<file path="src/rtl/jt08_adpcm_acc_if.sv">
// Slot bus between the ADPCM-A gain stage (master) and the six-channel stereo mixer (slave).
interface jt08_adpcm_acc_if;
  logic               cen;
  logic        [5:0]  cur_ch;
  logic        [5:0]  en_ch;
  logic        [1:0]  lr;
  logic signed [15:0] pcm_in;
  logic signed [15:0] pcm_left;
  logic signed [15:0] pcm_right;
  logic               sample;
  logic               ovf;

  modport master (
    output cen, cur_ch, en_ch, lr, pcm_in,
    input  pcm_left, pcm_right, sample, ovf
  );

  modport slave (
    input  cen, cur_ch, en_ch, lr, pcm_in,
    output pcm_left, pcm_right, sample, ovf
  );
endinterface

</file>
<file path="src/rtl/jt08_adpcm_acc.sv">
// Six-channel ADPCM-A stereo mixer: accumulates one slot per cen, saturates to 16 bits at
// round end and strobes sample for one clk.
module jt08_adpcm_acc #(
  parameter int unsigned ACC_W = 19
) (
  input logic              clk,
  input logic              rst_n,
  jt08_adpcm_acc_if.slave  bus
);

  logic                    w_hit;
  logic signed [ACC_W-1:0] w_pcm_ext;
  logic signed [ACC_W-1:0] w_tl;
  logic signed [ACC_W-1:0] w_tr;
  logic signed [ACC_W-1:0] w_suml;
  logic signed [ACC_W-1:0] w_sumr;
  logic        [ACC_W-16:0] w_topl;
  logic        [ACC_W-16:0] w_topr;
  logic                    w_clipl;
  logic                    w_clipr;
  logic signed [15:0]      w_satl;
  logic signed [15:0]      w_satr;

  logic signed [ACC_W-1:0] r_accl;
  logic signed [ACC_W-1:0] r_accr;
  logic signed [15:0]      r_pcm_left;
  logic signed [15:0]      r_pcm_right;
  logic                    r_sample;
  logic                    r_ovf;

  assign w_hit     = |(bus.en_ch & bus.cur_ch);
  assign w_pcm_ext = {{(ACC_W-16){bus.pcm_in[15]}}, bus.pcm_in};
  assign w_tl      = (bus.lr[1] && w_hit) ? w_pcm_ext : '0;
  assign w_tr      = (bus.lr[0] && w_hit) ? w_pcm_ext : '0;
  assign w_suml    = r_accl + w_tl;
  assign w_sumr    = r_accr + w_tr;

  // The sum fits in 16 bits only when bits [ACC_W-1:15] are all equal.
  assign w_topl  = w_suml[ACC_W-1:15];
  assign w_topr  = w_sumr[ACC_W-1:15];
  assign w_clipl = !((&w_topl) || !(|w_topl));
  assign w_clipr = !((&w_topr) || !(|w_topr));
  assign w_satl  = w_clipl ? (w_suml[ACC_W-1] ? 16'sh8000 : 16'sh7fff) : w_suml[15:0];
  assign w_satr  = w_clipr ? (w_sumr[ACC_W-1] ? 16'sh8000 : 16'sh7fff) : w_sumr[15:0];

  always_ff @(posedge clk or negedge rst_n) begin
    if (!rst_n) begin
      r_accl      <= '0;
      r_accr      <= '0;
      r_pcm_left  <= '0;
      r_pcm_right <= '0;
      r_sample    <= 1'b0;
      r_ovf       <= 1'b0;
    end else begin
      r_sample <= 1'b0;
      if (bus.cen) begin
        case (bus.cur_ch)
          6'b000001: begin
            r_accl <= w_tl;
            r_accr <= w_tr;
          end
          6'b000010, 6'b000100, 6'b001000, 6'b010000: begin
            r_accl <= w_suml;
            r_accr <= w_sumr;
          end
          6'b100000: begin
            r_accl      <= '0;
            r_accr      <= '0;
            r_pcm_left  <= w_satl;
            r_pcm_right <= w_satr;
            r_sample    <= 1'b1;
            r_ovf       <= r_ovf | w_clipl | w_clipr;
          end
          // Zero or multi-hot slot indicators are ignored.
          default: ;
        endcase
      end
    end
  end

  assign bus.pcm_left  = r_pcm_left;
  assign bus.pcm_right = r_pcm_right;
  assign bus.sample    = r_sample;
  assign bus.ovf       = r_ovf;

endmodule

</file>
<file path="src/flat_wrapper.sv">
// flat-port wrapper written by rule: the top's interface ports become plain ports
module jt08_adpcm_acc_flat 
#(
  parameter int unsigned ACC_W = 19
)
  (clk, rst_n, bus_cen, bus_cur_ch, bus_en_ch, bus_lr, bus_pcm_in, bus_pcm_left, bus_pcm_right, bus_sample, bus_ovf);
  jt08_adpcm_acc_if bus_i ();
  input logic clk;
  input logic rst_n;
  input wire logic [$bits(bus_i.cen)-1:0] bus_cen;
  input wire logic [$bits(bus_i.cur_ch)-1:0] bus_cur_ch;
  input wire logic [$bits(bus_i.en_ch)-1:0] bus_en_ch;
  input wire logic [$bits(bus_i.lr)-1:0] bus_lr;
  input wire logic [$bits(bus_i.pcm_in)-1:0] bus_pcm_in;
  output wire logic [$bits(bus_i.pcm_left)-1:0] bus_pcm_left;
  output wire logic [$bits(bus_i.pcm_right)-1:0] bus_pcm_right;
  output wire logic [$bits(bus_i.sample)-1:0] bus_sample;
  output wire logic [$bits(bus_i.ovf)-1:0] bus_ovf;
  assign bus_i.cen = bus_cen;
  assign bus_i.cur_ch = bus_cur_ch;
  assign bus_i.en_ch = bus_en_ch;
  assign bus_i.lr = bus_lr;
  assign bus_i.pcm_in = bus_pcm_in;
  assign bus_pcm_left = bus_i.pcm_left;
  assign bus_pcm_right = bus_i.pcm_right;
  assign bus_sample = bus_i.sample;
  assign bus_ovf = bus_i.ovf;
  jt08_adpcm_acc #(.ACC_W(ACC_W)) u_core (.clk(clk), .rst_n(rst_n), .bus(bus_i));
endmodule
</file>
<file path="config.mk">
export PLATFORM = sky130hd
export DESIGN_NAME = jt08_adpcm_acc_flat
export DESIGN_NICKNAME = d
export VERILOG_FILES = /design/src/rtl/jt08_adpcm_acc_if.sv /design/src/rtl/jt08_adpcm_acc.sv /design/src/flat_wrapper.sv
export SDC_FILE = /design/constraint.sdc
export NUM_CORES = 1
export LEC_CHECK = 0
export ABC_AREA = 1
export CORE_MARGIN = 2
export CORE_UTILIZATION = 62
export DETAILED_ROUTE_END_ITERATION = 6
export PLACE_DENSITY_LB_ADDON = 0.05
export SLEW_MARGIN = 20
export SYNTH_ARGS = -nofsm -noshare
export SYNTH_HDL_FRONTEND = slang
export SYNTH_SLANG_ARGS = --single-unit
</file>
<file path="constraint.sdc">
create_clock -name clk -period 3.55 [get_ports clk]
set_input_delay 0.8875 -clock clk [delete_from_list [all_inputs] [get_ports clk]]
set_output_delay 0.8875 -clock clk [all_outputs]
set_load 0.005 [all_outputs]
</file>
==> flow_metrics.py, run 1 <==
metrics = {
    "clock_network": {
        "htree_levels": 3,
        "clock-sinks": 72,
        "cts_max_path_buffers": 2,
        "clockRootBuffer": "clkbuf_8",
        "cts_buffers": 9,
    },
    "synth": {
        "syn_nets": 941,
        "netlist_instances": 870,
        "ys_seq_area_frac": 0.307,
        "syn_avg_cell_area_sq_um": 6.74,
        "ys_ff_latch": 72,
        "ys_warn_count": 0,
        "mappedNetlistArea_sq_um": 5870,
        "ys_types": 38,
    },
    "placed_design": {
        "dpl.hpwl_microns": 12800,
        "gp_routability_congestion": 0.943,
        "portBuffers": 66,
        "placed_area_sq_um": 7230,
    },
    "outcome": {
        "stop_stage": "5_1_grt",
        "firstError": "[ERROR GRT-0232] Routing congestion too high. Check the congestion heatmap in the GUI.",
        "status": "aborted with a tool error",
    },
    "floorplanning": {
        "die_w_microns": 101,
        "initial_core_util": 0.638,
        "die_y_microns": 101,
        "io-pin-count": 67,
        "rows": 35,
    },
    "sta": {
        "endpoint_type": "register input",
        "grt-worst-endpoint": "u_core.bus.ovf$_DFFE_PN0P_/D",
    },
    "grt": {
        "grt.overflow.total": 304,
        "track_usage": 0.865,
        "grt_max_degree": 73,
    },
}
==> stage by stage <==
stage | hold slack [ps] | setup WS (ps) | utilization | std cells
after CTS | 483 | 1.82 | 0.821 | 1134
after detailed placement | 463 | -655 | 0.787 | 1116
after global placement | 450 | -553 | 0.787 | 1116
after floorplan | 457 | 108 | - | 870
==> cell usage after synthesis <==
library cell / instances / area (sq um)
a21oi_1: 82 / 410
a21oi_2: 4 / 35.0
a22oi_1: 14 / 105
a22oi_2: 2 / 25.0
a31oi_1: 5 / 31.3
and3_1: 3 / 18.8
buf_1: 1 / 3.75
buf_2: 11 / 55.1
buf_4: 3 / 22.5
buf_6: 6 / 67.6
clkbuf_1: 6 / 22.5
clkinv_1: 1 / 3.75
dfrtp_1: 72 / 1800
fa_1: 2 / 40.0
ha_1: 36 / 450
inv_1: 87 / 327
inv_2: 3 / 11.3
nand2_1: 271 / 1020
nand2_2: 16 / 100
nand2_4: 3 / 33.8
nand3_1: 67 / 335
nand3_2: 7 / 70.1
nand3b_1: 1 / 7.51
nand4_1: 3 / 18.8
nor2_1: 99 / 372
nor2_2: 2 / 12.5
nor2_4: 2 / 22.5
nor3_1: 3 / 15.0
nor4_1: 2 / 12.5
nor4_4: 1 / 21.3
o21ai_0: 17 / 85.1
o21ai_1: 5 / 25.0
o21ai_2: 1 / 8.76
o21bai_1: 3 / 22.5
o32ai_2: 1 / 16.3
or2_1: 2 / 12.5
xnor2_1: 12 / 105
xor2_1: 14 / 123
==> timing repair <==
| action | 4_1_cts |
|---|---|
| pin swaps | 4 |
| setup buffers | 1 |
| resized for setup | 27 |
| setup endpoints to repair | 32 |
| gates cloned | 1 |
| hold buffers | 0 |
==> logic make-up after synthesis <==
group,after synthesis,synth area share
XOR/XNOR,26,0.0388
flip-flops,72,0.307
AO/OA/AOI/OAI,134,0.130
AND/OR/NAND/NOR,482,0.353
buffers and inverters,118,0.0874
adder cells (fa/ha/maj),38,0.0836
==> metal layers <==
layer | track usage | GRT overflow
met5 | 0.149 | 0
met4 | 0.998 | 112
met3 | 0.725 | 6
met2 | 1.05 | 182
met1 | 0.801 | 4
==> run 2: changes to the inputs <==
- CORE_UTILIZATION: 62 -> 40
- PLACE_DENSITY_LB_ADDON: 0.05 -> 0.15
==> run 2 against run 1 <==
Synthesized cell count unchanged. Synthesized area unchanged. The run now ends clean.
==> flow_metrics.py, run 2 <==
metrics = {
    "cells_and_area": {
        "nets": 1132,
        "diodes": 0,
        "drive_gt1_frac": 0.362,
        "syn_to_final_growth_pct": 59.4,
        "layout_common_cells": "nand2_1, buf_4, inv_1",
        "utilization": 0.648,
        "reg_top3": "u_core.r_accl (19), u_core.r_accr (19)",
        "fill_cells": 1224,
        "final_cells": 1250,
        "final_common_cell": "nand2_1",
    },
    "grt": {
        "track_usage": 0.218,
        "grt.overflow.total": 0,
        "grt_max_degree": 73,
        "first_global_vias": 5799,
        "grt_pass1_wl_microns": 28200,
        "antenna_found_initial": 0,
    },
    "sta": {
        "tightest_slew_ps": 938,
        "fmax_mhz": 291,
        "drv_slew": 0,
        "grt_setup_unrepaired": "true",
        "finClkSkew_ps": 6.85,
        "period_share": 0.968,
        "setup_viol": 0,
        "tns_ps": 0,
        "hold_viol": 0,
        "slew_headroom": 0.375,
        "fin_crit_ps": 3440,
    },
    "synth": {
        "syn_nets": 941,
        "ys_types": 38,
        "ys_warn_count": 0,
        "ys_seq_area_frac": 0.307,
        "ys_ff_latch": 72,
        "syn_avg_cell_area_sq_um": 6.74,
        "synth-edff-count": 0,
        "mappedNetlistArea_sq_um": 5870,
        "async_flop_share": 1.00,
        "synthTopCellsByArea": "dfrtp_1, nand2_1, ha_1",
        "synth_top_area_share": 0.307,
        "yosys.area.top_type": "dfrtp_1",
        "dominantRegCellSynth": "dfrtp_1",
        "netlist_instances": 870,
        "ys_top_cells_by_count": "nand2_1, nor2_1, inv_1",
        "yosysMostFrequentCell": "nand2_1",
    },
    "power_and_ir_drop": {
        "p_leak_nw": 4.57,
        "irDropWorstVdd_uv": 260,
        "power_density_nw_per_um2": 609,
        "p_total_w": 0.00569,
    },
    "placed_design": {
        "portBuffers": 66,
        "placed_cells": 1205,
        "dpl.hpwl_microns": 12700,
        "gp_routability_congestion": 0.906,
    },
    "drt": {
        "dr.pass1.iters": 4,
        "drtIter0Drc": 418,
        "drt-wirelength-per-cell_microns": 15.0,
        "dr_total_vias": 6382,
        "avgViaCountPerCell": 5.11,
        "routed_wl_microns": 18700,
        "ant_nets": 0,
        "route.detailed.drc": 0,
    },
    "critical_path": {
        "worstPathMaxFanout": 8,
        "max_stage_delay_ps": 450,
        "criticalPathCategory": "input port to flop",
        "startpoint_type": "input port",
        "cp.arrival_ps": 3720,
        "critPathSlowestCell": "clkdlybuf4s50_1",
        "cp.required_ps": 3840,
        "cpMostUsedCell": "nand2_4",
        "end_kind": "flop",
    },
    "min_path": {
        "hold_path_class": "flop to flop",
    },
    "job": {
        "maxCapViolations": 0,
    },
    "floorplanning": {
        "rows": 44,
        "coreArea_sq_um": 14400,
        "io-pin-count": 67,
        "initial_core_util": 0.407,
        "die_w_microns": 125,
        "die_y_microns": 125,
        "die_area_sq_um": 15700,
    },
    "clock_network": {
        "worst_skew_pair.late_latency_ps": 350,
        "cts_buffers": 9,
        "htree_levels": 3,
        "cts_tree": "built",
        "clkSlewWorstSetupHoldPaths_ps": 60,
        "clockRootBuffer": "clkbuf_16",
        "clock-sinks": 72,
        "cts_max_path_buffers": 2,
    },
    "outcome": {
        "status": "completed",
    },
}
[run 2: cell counts after synthesis]
Identical to the previous run, type by type.
[run 2: layout make-up]
class                           count  area (sq um)  share of cell area
Clock buffer                       11           253              0.0270
Clock inverter                      5          78.8             0.00843
Inverter                           91           344              0.0368
Multi-Input combinational cell    683          4820               0.516
Sequential cell                    72          1800               0.193
Tap cell                          184           230              0.0246
Timing Repair Buffer              204          1820               0.195
[run 2: worst paths after layout]
path	start	to	slack (ps)	depth (start not counted)
worst min-delay path	u_core.bus.ovf$_DFFE_PN0P_	u_core.bus.ovf$_DFFE_PN0P_	470	2
worst min register to register	u_core.bus.ovf$_DFFE_PN0P_	u_core.bus.ovf$_DFFE_PN0P_	470	2
max in group asynchronous	rst_n	u_core.r_accl[13]$_DFFE_PN0P_	2260	1
worst max register to register	u_core.r_accl[0]$_DFFE_PN0P_	u_core.bus.pcm_left[10]$_DFFE_PN0P_	1240	18
worst max-delay path	bus_en_ch[2]	u_core.bus.pcm_left[10]$_DFFE_PN0P_	110	25
min in group asynchronous	rst_n	u_core.bus.pcm_right[5]$_DFFE_PN0P_	680	1
[run 2: cells by family after synthesis]
| family | Yosys count | synth area share |
|---|---|---|
| adders and majority gates | 38 | 0.0836 |
| xor gates and xnor gates | 26 | 0.0388 |
| AOI/OAI and AO/OA | 134 | 0.130 |
| buffers and inverters | 118 | 0.0874 |
| DFF | 72 | 0.307 |
| and+or+nand+nor | 482 | 0.353 |
[run 2: what timing repair did]
item                                    CTS  global route
resized for setup                        23           263
pin swaps                                 4           100
endpoints found under the setup margin   31            38
setup buffers                             2            24
cloned                                    1             3
hold buffers                              0             0
[run 2: power by group]
group	total, W	switching, W	leakage [nW]	internal (W)
combinational	0.00346	0.00185	3.49	0.00161
clock	0.00103	0.000382	0.165	0.000653
sequential	0.00120	0.000163	0.908	0.00103
total	0.00569	0.00239	4.57	0.00330
[run 2: worst max-delay path: cells and delay by family]
kind	cells	cell delay, ps
adders and majority gates	2	520
buffers and inverters	4	630
and+or+nand+nor	19	1680
[run 2: metal layers]
metal  global-route usage  vias up  share of wire
met1                0.299     2977           0.46
met3               0.0351       33          0.052
li1                     -     3206              -
met2                0.348      166           0.47
met5                    0        -              0
met4               0.0824        0          0.025
[run 2: per-stage QoR]
stage          hold WS [ps]  setup WS [ps]  instance area, sq um
6_report                467            113                  9350
5_1_grt                 478          -60.5                  9350
4_1_cts                 472           16.3                  7920
3_5_place_dp            458           -565                  7450
3_3_place_gp            464           -585                  7450
2_1_floorplan           457            108                  5870
Note: power is estimated with default switching activity, not from simulation.
==> run 3: changes to the inputs <==
==> constraint.sdc (replaced) <==
create_clock -name clk -period 3.55 [get_ports clk]
set_input_delay 0.355 -clock clk [delete_from_list [all_inputs] [get_ports clk]]
set_output_delay 0.355 -clock clk [all_outputs]
set_load 0.005 [all_outputs]
==> run 3 against run 2 <==
Setup slack improved by 270 ps. First-iteration DRC count grew 3.8%. Largest cell class unchanged. Sequential share of layout area increased by 5.4 points. Largest power group unchanged. Highest routed layer unchanged. Clock power increased by 4%.
==> flow_metrics.py, run 3 (same netlist as run 2, synthesis figures left out) <==
metrics = {
    "critical_path": {
        "r2r-start": "u_core.r_accl[0]$_DFFE_PN0P_",
        "end_kind": "flop",
        "worstPathMaxFanout": 15,
        "crit_family": "simple AND/OR/NAND/NOR gates",
        "cp.required_ps": 3760,
        "max_stage_delay_ps": 470,
        "cpMostUsedCell": "nand2_1",
        "cp.arrival_ps": 3380,
        "critPathSlowestCell": "clkdlybuf4s50_1",
        "r2r-end": "u_core.bus.ovf$_DFFE_PN0P_",
        "crit_buf_inv": 4,
        "startpoint_type": "input port",
        "reg2reg_slack_ps": 1050,
        "criticalPathCategory": "input port to flop",
        "crit_chain": "clkdlybuf4s50_1 > nand2_1 > inv_1 > nor2_1 > nand2_4 > nand2_1 > nor2_1 > ha_1 > inv_1 > fa_1 > inv_1 > nand3_1 > nand3_1 > nand2_1 > nand2_1 > nand2_1 > nand3_1 > nand2_2 > nor2_1 > a21oi_2 > nor2_4 > a21oi_1",
        "reg2regPathDepth": 18,
    },
    "drt": {
        "dr_total_vias": 5897,
        "route.detailed.drc": 0,
        "drtIter0Drc": 434,
        "dr.pass1.iters": 5,
        "routed_wl_microns": 16200,
        "ant_nets": 0,
        "avgViaCountPerCell": 5.10,
        "drt-wirelength-per-cell_microns": 14.0,
    },
    "cells_and_area": {
        "nets": 1038,
        "fill_cells": 1469,
        "layout_common_cells": "nand2_1, nor2_1, inv_1",
        "reg_top3": "u_core.r_accl (19), u_core.r_accr (19)",
        "syn_to_final_growth_pct": 24.5,
        "multi_input_area_sq_um": 3580,
        "final_common_cell": "nand2_1",
        "diodes": 0,
        "drive_gt1_frac": 0.111,
        "seqCellArea_sq_um": 1800,
    },
    "clock_network": {
        "clkSlewWorstSetupHoldPaths_ps": 60,
        "clock-sinks": 72,
        "cts_max_path_buffers": 2,
        "htree_levels": 3,
        "holdBufCountCts": 0,
        "cts_buffers": 9,
        "cts_tree": "built",
        "clockRootBuffer": "clkbuf_16",
        "worst_skew_pair.late_latency_ps": 350,
    },
    "sta": {
        "drv_slew": 0,
        "slew_headroom": 0.383,
        "tightest_slew_ps": 926,
        "setup_viol": 0,
        "finClkSkew_ps": 7.77,
        "grt_setup_unrepaired": "true",
        "period_share": 0.892,
        "holdWs_ps": 157,
        "hold_viol": 0,
        "fmax_mhz": 316,
        "fin_crit_ps": 3170,
    },
    "floorplanning": {
        "die_y_microns": 125,
        "coreArea_sq_um": 14400,
        "rows": 44,
        "die_area_sq_um": 15700,
        "initial_core_util": 0.407,
        "io-pin-count": 67,
        "die_w_microns": 125,
    },
    "grt": {
        "first_global_vias": 5760,
        "met1_usage": 0.291,
        "grt_max_degree": 73,
        "grt_pass1_wl_microns": 27600,
        "grt.overflow.total": 0,
        "antenna_found_initial": 0,
        "gr-usage-met2": 0.342,
        "track_usage": 0.212,
        "globalRouteMet3Util": 0.0402,
        "top_usage_layer": "met2",
    },
    "power_and_ir_drop": {
        "irDropWorstVdd_uv": 240,
        "p_leak_nw": 3.81,
        "power_density_nw_per_um2": 611,
        "p_total_w": 0.00446,
    },
    "placed_design": {
        "portBuffers": 66,
        "gp_routability_congestion": 0.891,
        "dpl.hpwl_microns": 12200,
    },
    "min_path": {
        "hold_path_class": "input port to asynchronous set/reset pin",
    },
    "outcome": {
        "status": "completed",
    },
    "job": {
        "maxCapViolations": 0,
    },
}
[run 3: cell types whose count changed in the layout (fill, tap and decap cells not counted), sizes merged, moves of 2 or more]
cell,change
nand2,-2
buf,-90
dlymetal6s2s,-10
clkbuf,-2
clkdlybuf4s50,+10
clkinv,-2
[run 3: worst max path at each step]
stage	startpoint	slack (ps)	depth (start not counted)	end
5_1_grt	bus_cur_ch[3]	-4	22	u_core.bus.pcm_right[2]$_DFFE_PN0P_
3_5_place_dp	bus_cur_ch[2]	-170	24	u_core.bus.ovf$_DFFE_PN0P_
3_3_place_gp	bus_cur_ch[2]	-140	24	u_core.bus.ovf$_DFFE_PN0P_
6_report	bus_cur_ch[2]	380	22	u_core.bus.pcm_right[1]$_DFFE_PN0P_
4_1_cts	bus_cur_ch[2]	180	24	u_core.bus.ovf$_DFFE_PN0P_
2_1_floorplan	bus_en_ch[4]	640	19	u_core.bus.ovf$_DFFE_PN0P_
[run 3: metal layers]
| layer | wire (microns) | part of all wire |
|---|---|---|
| met1 | 7940 | 0.49 |
| met2 | 7310 | 0.45 |
| met3 | 704 | 0.043 |
| met4 | 242 | 0.015 |
| met5 | 0 | 0 |
[run 3: stage by stage]
| stage | util | setup slack [ps] | instances | area [sq um] | setup TNS [ps] |
|---|---|---|---|---|---|
| after floorplan | - | 641 | 870 | 5870 | 0 |
| after global placement | 0.482 | -138 | 1140 | 6950 | -990 |
| after detailed placement | 0.482 | -167 | 1140 | 6950 | -1140 |
| after CTS | 0.505 | 183 | 1156 | 7280 | 0 |
| after global routing | 0.506 | -3.68 | 1156 | 7300 | -3.68 |
| final | 0.506 | 383 | 1156 | 7300 | 0 |
[run 3: area by class of cell]
type,instances,area share
Inverter,91,0.0468
Multi-Input combinational cell,680,0.490
Clock buffer,10,0.0314
Timing Repair Buffer,113,0.138
Clock inverter,6,0.0147
Sequential cell,72,0.247
Tap cell,184,0.0315
[run 3: report_power, final]
group	switching, W	leakage, nW	total, W	internal [W]
Sequential	0.000123	0.908	0.00116	0.00103
Combinational	0.00130	2.74	0.00223	0.000929
Clock	0.000387	0.162	0.00107	0.000685
Total	0.00181	3.81	0.00446	0.00265
[run 3: worst reg2reg max path, delay by kind of cell, from the launching register on]
kind | cells | cell delay [ps]
buffers and inverters | 3 | 270
AO/OA/AOI/OAI | 1 | 140
adder cells (fa/ha/maj) | 2 | 560
AND/OR/NAND/NOR | 12 | 1040
flip-flops | 1 | 350
[run 3: timing repair]
action	4_1_cts	5_1_grt
setup buffers	0	0
setup endpoints to repair	0	16
resized for setup	0	4
==> run 4: changes to the inputs <==
- ABC_CLOCK_PERIOD_IN_PS: not set -> 3550
- CORE_MARGIN: 2 -> not set
==> run 4 against run 3 <==
Combinational power fell by 2%. Clock skew is essentially flat. Flip-flop and latch count stayed put. Setup slack gained 3.3 ps. Global-route usage is 1.3 points higher. Design area is 0.91% lower. First-iteration DRC count shrank 32%. Critical path type unchanged. Highest routed layer unchanged.
==> flow_metrics.py, run 4 (same netlist as run 2, synthesis figures left out) <==
metrics = {
    "clock_network": {
        "clkSlewWorstSetupHoldPaths_ps": 60,
        "cts_max_path_buffers": 2,
        "cts_tree": "built",
        "clock-sinks": 72,
        "htree_levels": 3,
        "holdBufCountCts": 0,
        "clockRootBuffer": "clkbuf_16",
        "worst_skew_pair.late_latency_ps": 350,
        "cts_buffers": 9,
    },
    "drt": {
        "avgViaCountPerCell": 5.06,
        "dr.pass1.iters": 5,
        "drtIter0Drc": 293,
        "routed_wl_microns": 15800,
        "route.detailed.drc": 0,
        "dr_total_vias": 5795,
        "drt-wirelength-per-cell_microns": 13.8,
        "ant_nets": 0,
    },
    "cells_and_area": {
        "utilization": 0.513,
        "nets": 1031,
        "final_common_cell": "nand2_1",
        "layout_common_cells": "nand2_1, nor2_1, inv_1",
        "drive_gt1_frac": 0.106,
        "diodes": 0,
        "reg_top3": "u_core.r_accl (19), u_core.r_accr (19)",
        "syn_to_final_growth_pct": 23.3,
    },
    "placed_design": {
        "dpl.hpwl_microns": 11800,
        "portBuffers": 66,
        "gp_routability_congestion": 0.914,
        "place_ws_ps": -108,
    },
    "sta": {
        "hold_viol": 0,
        "tightest_slew_ps": 942,
        "slew_headroom": 0.372,
        "drv_slew": 0,
        "setup_viol": 0,
        "setup_slack_ps": 386,
        "fmax_mhz": 316,
        "period_share": 0.891,
        "holdWs_ps": 151,
        "grt_setup_unrepaired": "false",
        "finClkSkew_ps": 7.73,
        "fin_crit_ps": 3160,
    },
    "floorplanning": {
        "die_w_microns": 123,
        "die_area_sq_um": 15200,
        "coreArea_sq_um": 14100,
        "initial_core_util": 0.416,
        "rows": 43,
        "io-pin-count": 67,
        "die_y_microns": 123,
    },
    "grt": {
        "first_global_vias": 5504,
        "grt_pass1_wl_microns": 26400,
        "track_usage": 0.225,
        "antenna_found_initial": 0,
        "grt.overflow.total": 0,
        "grt_max_degree": 73,
    },
    "critical_path": {
        "criticalPathCategory": "input port to flop",
        "reg2regPathDepth": 17,
        "r2r-end": "u_core.bus.ovf$_DFFE_PN0P_",
        "startpoint_type": "input port",
        "r2r-start": "u_core.r_accl[0]$_DFFE_PN0P_",
        "endpoint": "u_core.bus.ovf$_DFFE_PN0P_",
        "cp.arrival_ps": 3400,
        "end_kind": "flop",
        "worstPathMaxFanout": 8,
        "critPathLaunch": "bus_cur_ch[1]",
        "reg2reg_slack_ps": 1030,
        "cp.required_ps": 3790,
    },
    "power_and_ir_drop": {
        "p_total_w": 0.00435,
        "p_leak_nw": 3.76,
        "irDropWorstVdd_uv": 277,
        "power_density_nw_per_um2": 601,
    },
    "min_path": {
        "hold_path_class": "input port to asynchronous set/reset pin",
    },
    "outcome": {
        "status": "completed",
    },
    "job": {
        "maxCapViolations": 0,
    },
}
run 4: how the worst min path moves through the flow:
stage          cells after the start                             endpoint  slack (ps)                           startpoint
6_report                           1        u_core.r_accr[16]$_DFFE_PN0P_         150                                rst_n
5_1_grt                            1        u_core.r_accr[16]$_DFFE_PN0P_         230                                rst_n
4_1_cts                            1        u_core.r_accr[17]$_DFFE_PN0P_         190                                rst_n
3_5_place_dp                       2  u_core.bus.pcm_left[11]$_DFFE_PN0P_         460  u_core.bus.pcm_left[11]$_DFFE_PN0P_
3_3_place_gp                       2           u_core.bus.ovf$_DFFE_PN0P_         460           u_core.bus.ovf$_DFFE_PN0P_
2_1_floorplan                      0           u_core.bus.ovf$_DFFE_PN0P_          60                                rst_n
run 4: stage by stage:
| stage | TNS, ps | cell area (sq um) | cells |
|---|---|---|---|
| floorplan | 0 | 5870 | 870 |
| global placement | -25.2 | 6880 | 1128 |
| detailed placement | -861 | 6880 | 1128 |
| CTS | 0 | 7200 | 1144 |
| global route | 0 | 7240 | 1145 |
| finish | 0 | 7240 | 1145 |
run 4: where the power goes:
| group | internal (W) | switching [W] | total [W] | leakage [nW] |
|---|---|---|---|---|
| registers | 0.00103 | 0.000116 | 0.00115 | 0.908 |
| clock network | 0.000619 | 0.000390 | 0.00101 | 0.149 |
| logic | 0.000888 | 0.00130 | 0.00219 | 2.70 |
| total | 0.00254 | 0.00181 | 0.00435 | 3.76 |
run 4: area by class of cell:
cell class / count / area, sq um
fill: 1499 / 6860
clock buffer: 10 / 229
sequential: 72 / 1800
inverter: 91 / 342
clock inverter: 6 / 92.6
multi-input combinational: 681 / 3590
tap: 180 / 225
timing repair buffer: 105 / 951
run 4: repair_timing:
action                     in CTS  in global routing
setup endpoints to repair       0                 16
resized for setup               0                  6
setup buffers                   0                  0
run 4: critical path: stages:
cell             delay, ps
clkdlybuf4s50_1        470
nand2_1                 50
nand2_1                 70
nor2_2                  50
nand2_4                 80
nand2_2                100
buf_4                  170
nor2_1                 190
ha_1                   320
nand2_1                110
inv_1                   80
a21oi_1                210
nand3_2                120
nand2_1                160
nand2_1                 90
nand2_1                 80
nand3_1                190
nand2_4                180
nand2_1                 70
o21ai_1                160
nand2_1                 60
run 4: metal layers:
metal	up-vias	wire [microns]	GRT usage
li1	2999	-	-
met1	2648	7620	0.302
met2	119	6930	0.353
met3	29	750	0.0360
met4	0	488	0.107
met5	-	0	0
